--- src/rtl/infix_pkg.sv ---
// -----------------------------------------------------------------------------
// infix_pkg
// Shared definitions for the infix-to-postfix converter: ASCII token codes for
// the operators and parentheses, the controller state encoding, and helpers
// that classify operators and give their precedence.
// No ports (package).
// -----------------------------------------------------------------------------
package infix_pkg;

  localparam logic [7:0] SIGN_ADD = 8'h2B;  // "+"
  localparam logic [7:0] SIGN_SUB = 8'h2D;  // "-"
  localparam logic [7:0] SIGN_MUL = 8'h2A;  // "*"
  localparam logic [7:0] SIGN_DIV = 8'h2F;  // "/"
  localparam logic [7:0] SIGN_LP  = 8'h28;  // "("
  localparam logic [7:0] SIGN_RP  = 8'h29;  // ")"

  typedef enum logic [2:0] {
    ACCEPT    = 3'd0,
    POP_OPS   = 3'd1,
    GAP       = 3'd2,
    POP_PAREN = 3'd3,
    FLUSH     = 3'd4,
    END_MARK  = 3'd5,
    HALT      = 3'd6
  } state_t;

  // "(" and anything unknown rank 0, so an open paren on the stack is never
  // popped by an incoming operator.
  function automatic logic [1:0] prec(input logic [7:0] sign);
    logic [1:0] p;
    case (sign)
      SIGN_MUL, SIGN_DIV: p = 2'd2;
      SIGN_ADD, SIGN_SUB: p = 2'd1;
      default:            p = 2'd0;
    endcase
    return p;
  endfunction

  function automatic logic is_op(input logic [7:0] sign);
    logic r;
    case (sign)
      SIGN_ADD, SIGN_SUB, SIGN_MUL, SIGN_DIV: r = 1'b1;
      default:                                r = 1'b0;
    endcase
    return r;
  endfunction

endpackage

--- src/rtl/infix_to_postfix_op_stack.sv ---
// -----------------------------------------------------------------------------
// op_stack
// Synchronous LIFO of 8-bit operator codes used by the shunting-yard
// controller. Push and pop in the same cycle replace the top entry.
// Ports:
//   clk, rst        clock (rising edge), asynchronous active-high reset
//   push, pop, din  stack operations and data to push
//   top             current top entry (0 when empty)
//   full, empty     occupancy flags
//   count           number of entries, PTR_W wide so full != empty
// -----------------------------------------------------------------------------
module op_stack
  import infix_pkg::*;
#(
  parameter  int STACK_DEPTH = 16,
  localparam int PTR_W       = $clog2(STACK_DEPTH) + 1
) (
  input  logic             clk,
  input  logic             rst,
  input  logic             push,
  input  logic             pop,
  input  logic [7:0]       din,
  output logic [7:0]       top,
  output logic             full,
  output logic             empty,
  output logic [PTR_W-1:0] count
);

  localparam int IDX_W = PTR_W - 1;

  logic [7:0]       mem_r [STACK_DEPTH];
  logic [PTR_W-1:0] count_r;
  logic [IDX_W-1:0] top_idx_s;
  logic [IDX_W-1:0] wr_idx_s;
  logic             do_push_s;
  logic             do_pop_s;

  assign empty = (count_r == {PTR_W{1'b0}});
  assign full  = (count_r == PTR_W'(STACK_DEPTH));
  assign count = count_r;

  // A full count truncates to index 0, so top_idx wraps to the last slot.
  assign top_idx_s = count_r[IDX_W-1:0] - IDX_W'(1'b1);
  assign do_pop_s  = pop & ~empty;
  // Push on a full stack is only legal as a replace (paired with a pop).
  assign do_push_s = push & (~full | do_pop_s);
  assign wr_idx_s  = do_pop_s ? top_idx_s : count_r[IDX_W-1:0];
  assign top       = empty ? 8'h00 : mem_r[top_idx_s];

  // Occupancy counter; a replace leaves it unchanged.
  always_ff @(posedge clk or posedge rst) begin
    if (rst) begin
      count_r <= {PTR_W{1'b0}};
    end else begin
      case ({do_push_s, do_pop_s})
        2'b10:   count_r <= count_r + PTR_W'(1'b1);
        2'b01:   count_r <= count_r - PTR_W'(1'b1);
        default: count_r <= count_r;
      endcase
    end
  end

  // Entry storage; contents are don't-care above count so no reset is needed.
  always_ff @(posedge clk) begin
    if (do_push_s) begin
      mem_r[wr_idx_s] <= din;
    end
  end

endmodule

--- src/rtl/infix_to_postfix.sv ---
// -----------------------------------------------------------------------------
// infix_to_postfix
// Shunting-yard converter: turns an infix token stream (8-bit numbers, + - * /,
// parentheses) into a postfix stream for the downstream evaluator. Every
// emitted operator is followed by one idle (GAP) cycle. An expression ends
// with a marker cycle carrying both strobes and zero values.
// Optional build macro INFIX_DEPTH_MON_EN adds MAX_DEPTH, the stack
// high-water mark since reset.
// Ports:
//   CLK, RST                   clock, asynchronous active-high reset
//   IN_NUMBER/IN_NUMBER_STB    number token
//   IN_SIGN/IN_SIGN_STB        ASCII operator or parenthesis token
//   IN_END_STB                 end of expression
//   BUSY                       high while tokens cannot be accepted
//   OUT_NUMBER/NUMBER_STB      postfix number
//   OUT_SIGN/SIGN_STB          postfix operator
//   MAX_DEPTH                  (INFIX_DEPTH_MON_EN only) stack high-water mark
//   ERR                        sticky error flag
// -----------------------------------------------------------------------------
module infix_to_postfix
  import infix_pkg::*;
#(
  parameter  int STACK_DEPTH = 16,
  localparam int PTR_W       = $clog2(STACK_DEPTH) + 1
) (
  input  logic             CLK,
  input  logic             RST,
  input  logic [7:0]       IN_NUMBER,
  input  logic             IN_NUMBER_STB,
  input  logic [7:0]       IN_SIGN,
  input  logic             IN_SIGN_STB,
  input  logic             IN_END_STB,
  output logic             BUSY,
  output logic [7:0]       OUT_NUMBER,
  output logic             NUMBER_STB,
  output logic [7:0]       OUT_SIGN,
  output logic             SIGN_STB,
`ifdef INFIX_DEPTH_MON_EN
  output logic [PTR_W-1:0] MAX_DEPTH,
`endif
  output logic             ERR
);

  state_t           state_r;
  state_t           ret_r;       // state to resume after a GAP cycle
  logic [7:0]       pend_r;      // incoming operator waiting to be pushed
  logic             busy_r;
  logic [7:0]       num_r;
  logic             num_stb_r;
  logic [7:0]       sign_r;
  logic             sign_stb_r;
  logic             err_r;

  logic             push_s;
  logic             pop_s;
  logic [7:0]       din_s;
  logic [7:0]       top_s;
  logic             full_s;
  logic             empty_s;
  logic [PTR_W-1:0] stk_count_s;

  logic [1:0]       n_stb_s;
  logic             take_s;
  logic             multi_s;
  logic             lp_in_s;
  logic             emit_ops_s;
  logic             stk_ok_s;

  op_stack #(.STACK_DEPTH(STACK_DEPTH)) u_stack (
    .clk   (CLK),
    .rst   (RST),
    .push  (push_s),
    .pop   (pop_s),
    .din   (din_s),
    .top   (top_s),
    .full  (full_s),
    .empty (empty_s),
    .count (stk_count_s)
  );

  assign n_stb_s    = {1'b0, IN_NUMBER_STB} + {1'b0, IN_SIGN_STB} + {1'b0, IN_END_STB};
  assign take_s     = (state_r == ACCEPT) && (n_stb_s == 2'd1);
  assign multi_s    = (state_r == ACCEPT) && (n_stb_s > 2'd1);
  assign lp_in_s    = take_s && IN_SIGN_STB && (IN_SIGN == SIGN_LP);
  // Left associativity: equal precedence on top is popped before the push.
  assign emit_ops_s = !empty_s && (prec(top_s) >= prec(pend_r));
  // Flags must agree with the count; a disagreement means corrupted state.
  assign stk_ok_s   = (empty_s == (stk_count_s == {PTR_W{1'b0}})) &&
                      (full_s  == (stk_count_s == PTR_W'(STACK_DEPTH)));

  // Stack push/pop requests derived from the current state and token.
  always_comb begin
    push_s = 1'b0;
    pop_s  = 1'b0;
    din_s  = 8'h00;
    case (state_r)
      ACCEPT: begin
        if (lp_in_s && !full_s) begin
          push_s = 1'b1;
          din_s  = SIGN_LP;
        end else begin
          push_s = 1'b0;
        end
      end
      POP_OPS: begin
        if (emit_ops_s) begin
          pop_s = 1'b1;
        end else if (!full_s) begin
          push_s = 1'b1;
          din_s  = pend_r;
        end else begin
          push_s = 1'b0;
        end
      end
      POP_PAREN: begin
        if (!empty_s) begin
          pop_s = 1'b1;
        end else begin
          pop_s = 1'b0;
        end
      end
      FLUSH: begin
        if (!empty_s && (top_s != SIGN_LP)) begin
          pop_s = 1'b1;
        end else begin
          pop_s = 1'b0;
        end
      end
      default: begin
        pop_s = 1'b0;
      end
    endcase
  end

  // Controller FSM with registered BUSY, ERR and output strobes.
  always_ff @(posedge CLK or posedge RST) begin
    if (RST) begin
      state_r    <= ACCEPT;
      ret_r      <= ACCEPT;
      pend_r     <= 8'h00;
      busy_r     <= 1'b0;
      num_r      <= 8'h00;
      num_stb_r  <= 1'b0;
      sign_r     <= 8'h00;
      sign_stb_r <= 1'b0;
      err_r      <= 1'b0;
    end else begin
      num_stb_r  <= 1'b0;
      sign_stb_r <= 1'b0;
      num_r      <= 8'h00;
      sign_r     <= 8'h00;
      if (!stk_ok_s) begin
        state_r <= HALT;
        busy_r  <= 1'b1;
        err_r   <= 1'b1;
      end else begin
        case (state_r)
          ACCEPT: begin
            if (multi_s) begin
              err_r <= 1'b1;
            end else if (take_s) begin
              if (IN_NUMBER_STB) begin
                num_stb_r <= 1'b1;
                num_r     <= IN_NUMBER;
              end else if (IN_END_STB) begin
                state_r <= FLUSH;
                busy_r  <= 1'b1;
              end else if (IN_SIGN == SIGN_LP) begin
                if (full_s) begin
                  state_r <= HALT;
                  busy_r  <= 1'b1;
                  err_r   <= 1'b1;
                end else begin
                  state_r <= ACCEPT;
                end
              end else if (IN_SIGN == SIGN_RP) begin
                state_r <= POP_PAREN;
                busy_r  <= 1'b1;
              end else if (is_op(IN_SIGN)) begin
                pend_r  <= IN_SIGN;
                state_r <= POP_OPS;
                busy_r  <= 1'b1;
              end else begin
                state_r <= HALT;
                busy_r  <= 1'b1;
                err_r   <= 1'b1;
              end
            end else begin
              state_r <= ACCEPT;
            end
          end
          POP_OPS: begin
            if (emit_ops_s) begin
              sign_stb_r <= 1'b1;
              sign_r     <= top_s;
              ret_r      <= POP_OPS;
              state_r    <= GAP;
            end else if (full_s) begin
              state_r <= HALT;
              err_r   <= 1'b1;
            end else begin
              state_r <= ACCEPT;
              busy_r  <= 1'b0;
            end
          end
          GAP: begin
            state_r <= ret_r;
          end
          POP_PAREN: begin
            if (empty_s) begin
              state_r <= HALT;
              err_r   <= 1'b1;
            end else if (top_s == SIGN_LP) begin
              state_r <= ACCEPT;
              busy_r  <= 1'b0;
            end else begin
              sign_stb_r <= 1'b1;
              sign_r     <= top_s;
              ret_r      <= POP_PAREN;
              state_r    <= GAP;
            end
          end
          FLUSH: begin
            if (empty_s) begin
              // End marker strobes are visible during the END_MARK cycle.
              num_stb_r  <= 1'b1;
              sign_stb_r <= 1'b1;
              state_r    <= END_MARK;
            end else if (top_s == SIGN_LP) begin
              state_r <= HALT;
              err_r   <= 1'b1;
            end else begin
              sign_stb_r <= 1'b1;
              sign_r     <= top_s;
              ret_r      <= FLUSH;
              state_r    <= GAP;
            end
          end
          END_MARK: begin
            state_r <= ACCEPT;
            busy_r  <= 1'b0;
          end
          HALT: begin
            busy_r <= 1'b1;
            err_r  <= 1'b1;
          end
          default: begin
            state_r <= HALT;
            busy_r  <= 1'b1;
            err_r   <= 1'b1;
          end
        endcase
      end
    end
  end

  assign BUSY       = busy_r;
  assign OUT_NUMBER = num_r;
  assign NUMBER_STB = num_stb_r;
  assign OUT_SIGN   = sign_r;
  assign SIGN_STB   = sign_stb_r;
  assign ERR        = err_r;

`ifdef INFIX_DEPTH_MON_EN
  logic [PTR_W-1:0] max_depth_r;

  // High-water mark of stack occupancy; only reset clears it.
  always_ff @(posedge CLK or posedge RST) begin
    if (RST) begin
      max_depth_r <= {PTR_W{1'b0}};
    end else if (stk_count_s > max_depth_r) begin
      max_depth_r <= stk_count_s;
    end else begin
      max_depth_r <= max_depth_r;
    end
  end

  assign MAX_DEPTH = max_depth_r;
`endif

endmodule

--- config.mk ---
export PLATFORM = sky130hd
export DESIGN_NAME = infix_to_postfix
export DESIGN_NICKNAME = d
export VERILOG_FILES = /design/src/rtl/infix_pkg.sv /design/src/rtl/infix_to_postfix_op_stack.sv /design/src/rtl/infix_to_postfix.sv
export SDC_FILE = /design/constraint.sdc
export NUM_CORES = 1
export LEC_CHECK = 0
export ABC_AREA = 1
export ABC_CLOCK_PERIOD_IN_PS = 6100
export CORE_UTILIZATION = 40
export CTS_CLUSTER_SIZE = 10
export DETAILED_ROUTE_END_ITERATION = 8
export PLACE_DENSITY = 0.66
export SLEW_MARGIN = 10
export SYNTH_ARGS = -nofsm -noshare
export SYNTH_HDL_FRONTEND = slang
export SYNTH_SLANG_ARGS = --single-unit
--- constraint.sdc ---
create_clock -name CLK -period 6.1 [get_ports CLK]
set_input_delay 1.83 -clock CLK [delete_from_list [all_inputs] [get_ports CLK]]
set_output_delay 1.83 -clock CLK [all_outputs]
set_load 0.03 [all_outputs]
==> flow_summary_export.csv, run 1 <==
group,metric,value,unit
cts,cts.repair.resized,0,
sta,slew_headroom,44.5,%
worst_setup_path,slowest_stage,"dfrtp_1",
floorplanning,die_h,140,um
worst_setup_path,cp.arrival,5.57,ns
route,routed_wl,17200,um
cts,cts_inserted_buffers,17,
worst_setup_path,crit_required,6.41,ns
sta,setup_tns,0,ns
cts,clk_latency,0.43,ns
cts,clk_pin_slew,0.06,ns
job,drv_cap,0,
cts,numClockSinks,167,
final_layout,fillers,1657,
placed_design,hpwl,11000,um
cts,post-cts-setup-buffers,0,
cts,cts-htree-levels,4,
global_routing,grt_use_total,18.3,%
logic_synthesis,synth_top_area_share,50.8,%
sta,fin_crit,5.26,ns
outcome,status,"finished clean",
logic_synthesis,ys_top_cells_by_area,"edfxtp_1 51%, dfrtp_1 13%, nand2_1 10%",
sta,grt_setup_unrepaired,"no",
sta,hold_viol_final,0,
final_layout,n_antenna_cell,0,
sta,setup_violations,0,
global_routing,grt_pass1_wl,26800,um
logic_synthesis,yosysMostFrequentCell,"nand2_1",
final_layout,synthToLayoutAreaGrowth,16.6,%
route,dr.pass1.iters,6,
min_path,holdPathStages,1,
logic_synthesis,synth_nets,770,
final_layout,final_nets,824,
floorplanning,design.die.area,19500,um^2
floorplanning,placementRows,49,
cts,cts_tree,"yes",
placed_design,post-place-ws,0.573,ns
min_path,hold_class,"flip-flop to flip-flop",
global_routing,grt_pass1_vias,4984,
floorplanning,die_w,140,um
final_layout,final_cells,1035,
pwr,leakage,0.00367,uW
placed_design,dp.cells,1003,
logic_synthesis,synth_area,7570,um^2
route,ant_nets,0,
worst_setup_path,cp-start-kind,"flip-flop",
sta,skew,0.0101,ns
sta,fin_crit_sh,86.3,%
pwr,power_density,262,nW/um^2
sta,setup_slack,0.837,ns
global_routing,gr-total-overflow,0,
route,drc,0,
logic_synthesis,synthTopCellsByCount,"204 x nand2_1, 132 x nand3_1, 128 x edfxtp_1, 61 x nor2_1, 45 x inv_1",
logic_synthesis,ys_ff_latch,167,
logic_synthesis,yosysSeqAreaShare,63.7,%
cts,ctsHoldBuffers,0,
route,vias,5412,
sta,slew_violations,0,
global_routing,grt_max_degree,71,
worst_setup_path,end_kind,"flip-flop",
cts,cts_root_buf,"clkbuf_16",
logic_synthesis,postSynth.asyncResetShare,23.4,%
cts,cts.path.max_buffers,2,
logic_synthesis,syn_inst,739,
worst_setup_path,crit_path_max_incr_delay,0.46,ns
final_layout,drive_gt1_share,9.80,%
global_routing,antenna_found_initial,0,
route,vias_per_cell,5.23,
pwr,ir_worst_vdd,0.194,mV
floorplanning,coreArea,18300,um^2
logic_synthesis,synth_edf_count,128,
logic_synthesis,avgSynthCellArea,10.2,um^2
worst_setup_path,path_class,"flip-flop to flip-flop",
worst_setup_path,critPathMostFrequentCell,"ha_1",
floorplanning,ioPinCount,41,
sta,fmax,190,MHz
worst_setup_path,reg2regPathDepth,27,
logic_synthesis,synth_largest_area_cell,"edfxtp_1",
logic_synthesis,synth_flop_cell,"edfxtp_1",
route,wl_per_cell,16.6,um
placed_design,portBuffers,40,
route,drtIter0Drc,563,
sta,worst_slew_pin_slew,0.830,ns
floorplanning,start_util,41.4,%
placed_design,place_congestion,0.926,
logic_synthesis,yosys_warnings,0,
logic_synthesis,synth_cell_types,43,
worst_setup_path,cp_max_fo,16,
logic make-up (layout without fill, tap and decap cells):
logic type      after synthesis  after routing  share of synthesized area [%]
compound gates               51             51                           4.03
xor+xnor                      2              2                          0.231
fa+ha+maj                    10             10                           1.85
buf+inv                      79            146                           5.01
flops                       167            167                           63.7
simple gates                430            430                           25.2
final cells by class:
class                           count  area, um^2  area share (%)
Sequential cell                   167        4820            54.6
Multi-Input combinational cell    493        2370            26.9
Timing Repair Buffer               62         566            6.40
Clock buffer                       20         437            4.95
Tap cell                          229         287            3.25
Inverter                           52         198            2.24
Clock inverter                     12         151            1.71
per-layer routing:
layer / track usage (%) / vias up / routed length [um] / share of wire, %
li1: - / 2636 / - / -
met1: 25.3 / 2566 / 7760 / 45
met2: 28.5 / 182 / 7990 / 47
met3: 4.06 / 28 / 1090 / 6.3
met4: 6.25 / 0 / 330 / 1.9
met5: 0 / - / 0 / 0
critical path, delay by kind of cell, from the launching register on:
family	cells	cell delay, ns
and+or+nand+nor	9	1.50
adders and majority gates	4	1.12
AOI/OAI and AO/OA	7	1.01
DFF	1	0.46
buffers and inverters	6	0.88
xor gates and xnor gates	1	0.16
report_power, final:
part	internal, uW	switching, uW
registers	1210	0
clock network	642	434
logic	14.3	12.9
metrics by stage:
step / power [uW] / hold WS, ns / utilization (%) / instance area, um^2
finish: 2310 / 0.476 / 48.3 / 8830
global route: 2380 / 0.497 / 48.3 / 8830
CTS: 2330 / 0.481 / 48.3 / 8830
detailed placement: 1260 / 0.461 / 45.1 / 8240
global placement: 1260 / 0.458 / 45.1 / 8240
floorplan: 1240 / 0.432 / - / 7570
worst paths after layout:
| kind | from | endpoint | slack (ns) |
|---|---|---|---|
| worst max-delay path | u_stack.count[1] | u_stack.count[4] | 0.84 |
| worst min-delay path | ERR | ERR | 0.48 |
| worst max register to register | u_stack.count[1] | u_stack.count[4] | 0.84 |
| worst min register to register | ERR | ERR | 0.48 |
| max in group asynchronous | RST | u_stack.count[0] | 3.89 |
| min in group asynchronous | RST | OUT_NUMBER[6] | 1.83 |
placed cells by master, fill, tap and decap left out, types with 4 or more instances in the layout:
cell type	instances
nor4_1	4
inv_2	6
ha_1	8
nand2_4	4
o21ai_0	15
nor2_1	61
nand2_2	7
edfxtp_1	128
buf_4	22
clkbuf_16	17
nor3_1	7
inv_1	45
dfrtp_1	38
nand2_1	204
nand3_1	132
clkdlybuf4s50_1	40
a21oi_1	17
flip-flops by register name (all words and copies together) (netlist names), 3 cells and up:
name / cells
u_stack.count: 5
state_r: 3
u_stack.mem_r: 128
pend_r: 8
OUT_SIGN: 8
ret_r: 3
OUT_NUMBER: 8
Note: power is estimated with default switching activity, not from simulation.
==> run 2: changes to the inputs <==
PLACE_DENSITY = unset   (was 0.66)
==> flow_summary_export.csv, run 2 (same netlist as run 1, synthesis figures left out) <==
group,metric,value,unit
final_layout,mostFrequentLayoutCell,"nand2_1",
floorplanning,die_w,140,um
worst_setup_path,r2r_slack,0.61,ns
outcome,status,"finished clean",
pwr,p_clk_share,46.7,%
cts,clk_pin_slew,0.07,ns
route,routed_wl,18200,um
cts,cts_root_buf,"clkbuf_16",
sta,setup_tns,0,ns
sta,skew,0.0143,ns
cts,ctsHoldBuffers,0,
route,dr.pass1.iters,5,
worst_setup_path,crit_path_max_incr_delay,0.42,ns
placed_design,placed_cell_area,8170,um^2
min_path,hold_end,"pend_r[5]",
floorplanning,ioPinCount,41,
sta,slew_headroom,35.0,%
sta,worst_slew_pin_slew,0.968,ns
sta,grt_setup_unrepaired,"no",
worst_setup_path,r2r_end,"u_stack.count[4]",
global_routing,grt_pass1_wl,28900,um
floorplanning,die_h,140,um
final_layout,top_register,"u_stack.mem_r",
final_layout,drive_gt1_share,9.17,%
global_routing,antenna_found_initial,0,
route,ant_nets,0,
pwr,leakage,0.00365,uW
min_path,hold_class,"flip-flop to flip-flop",
job,drv_cap,0,
worst_setup_path,end_kind,"flip-flop",
final_layout,largest_reg_flops,128,
pwr,switching_share,20.4,%
route,drc,0,
route,vias_per_cell,5.31,
worst_setup_path,cp-start-kind,"flip-flop",
worst_setup_path,path_class,"flip-flop to flip-flop",
route,wl_per_cell,17.8,um
pwr,power_density,265,nW/um^2
sta,fmax,182,MHz
final_layout,n_antenna_cell,0,
pwr,power_frac_comb,1.2,%
worst_setup_path,cp.arrival,5.81,ns
cts,cts_tree,"yes",
sta,slew_violations,0,
final_layout,synthToLayoutAreaGrowth,15.9,%
global_routing,grt_pass1_vias,5208,
placed_design,portBuffers,40,
min_path,holdPathStages,2,
final_layout,final_cells,1025,
worst_setup_path,reg2regPathDepth,29,
placed_design,dp.cells,993,
cts,clk_latency,0.44,ns
route,drtIter0Drc,465,
floorplanning,design.die.area,19500,um^2
min_path,min_from,"pend_r[5]",
global_routing,grt_use_total,19.8,%
final_layout,final_nets,814,
global_routing,grt_max_degree,71,
cts,cts.repair.resized,0,
pwr,ir_worst_vdd,0.208,mV
cts,cts.path.max_buffers,2,
worst_setup_path,crit_required,6.42,ns
worst_setup_path,slowest_stage,"dfrtp_2",
pwr,intPower,1850,uW
sta,fin_crit,5.49,ns
floorplanning,start_util,41.4,%
worst_setup_path,cp_max_fo,27,
cts,cts_inserted_buffers,17,
route,vias,5447,
sta,hold_viol_final,0,
final_layout,final_util,48.0,%
global_routing,gr-total-overflow,0,
placed_design,place_congestion,0.943,
floorplanning,placementRows,49,
worst_setup_path,critPathMostFrequentCell,"ha_1",
floorplanning,coreArea,18300,um^2
placed_design,hpwl,11900,um
worst_setup_path,r2r_start,"u_stack.count[0]",
sta,fin_crit_sh,90.0,%
cts,cts-htree-levels,4,
cts,post-cts-setup-buffers,0,
cts,numClockSinks,167,
pwr,seqPwrFrac,52.1,%
pwr,power.switching,473,uW
final_layout,layout_common_cells,"204 x nand2_1, 132 x nand3_1, 128 x edfxtp_1",
final_layout,final_cell_area,8770,um^2
sta,setup_violations,0,
-- run 2: changes by cell type in the layout (fill, tap and decap cells not counted), moves of 3 or more --
cell and delta:
buf_4 -10, bufinv_16 -3, clkbuf_16 +3, clkinvlp_4 -3
inv_4 +3
-- run 2: layout make-up --
type                       count  area [um^2]
sequential                   167         4820
timing repair buffer          52          490
clock buffer                  23          532
inverter                      52          198
clock inverter                 9         72.6
tap                          229          287
fill                        1651         9500
multi-input combinational    493         2370
-- run 2: how the worst max path moves through the flow --
stage	startpoint	endpoint	slack [ns]	cells past startpoint
finish	u_stack.count[0]	u_stack.count[4]	0.61	29
floorplan	u_stack.count[0]	u_stack.count[4]	1.36	32
detailed placement	IN_NUMBER_STB	u_stack.count[4]	0.56	17
global placement	IN_NUMBER_STB	u_stack.count[4]	0.67	17
global route	u_stack.count[0]	u_stack.count[4]	0.17	29
CTS	u_stack.count[0]	u_stack.count[4]	0.66	27
-- run 2: per-stage QoR --
step | worst slack [ns] | power [uW] | hold WS (ns)
after floorplan | 1.36 | 1240 | 0.432
after global placement | 0.672 | 1260 | 0.465
after detailed placement | 0.558 | 1260 | 0.468
after CTS | 0.655 | 2340 | 0.485
after global routing | 0.167 | 2380 | 0.510
final | 0.611 | 2320 | 0.483
-- run 2: power groups by stage --
stage	Combinational, uW	Clock (uW)	Sequential [uW]
floorplan	10.2	0	1230
global placement	27.9	0	1230
detailed placement	28.2	0	1230
CTS	28.5	1100	1210
global route	31.1	1140	1210
finish	27.9	1080	1210
-- run 2: routing by layer --
| metal | wire [um] | vias up | global-route usage, % |
|---|---|---|---|
| met3 | 1350 | 22 | 5.20 |
| met4 | 355 | 0 | 6.94 |
| li1 | - | 2616 | - |
| met1 | 8100 | 2608 | 26.6 |
| met2 | 8390 | 201 | 31.0 |
| met5 | 0 | - | 0 |
-- run 2: worst max-delay path, delay by kind of cell (launching register included) --
family	cells	cell delay, ns
AND/OR/NAND/NOR	10	1.43
adder cells (fa/ha/maj)	4	1.18
AO/OA/AOI/OAI	7	1.11
buffers and inverters	7	1.04
flip-flops	1	0.42
XOR/XNOR	1	0.15
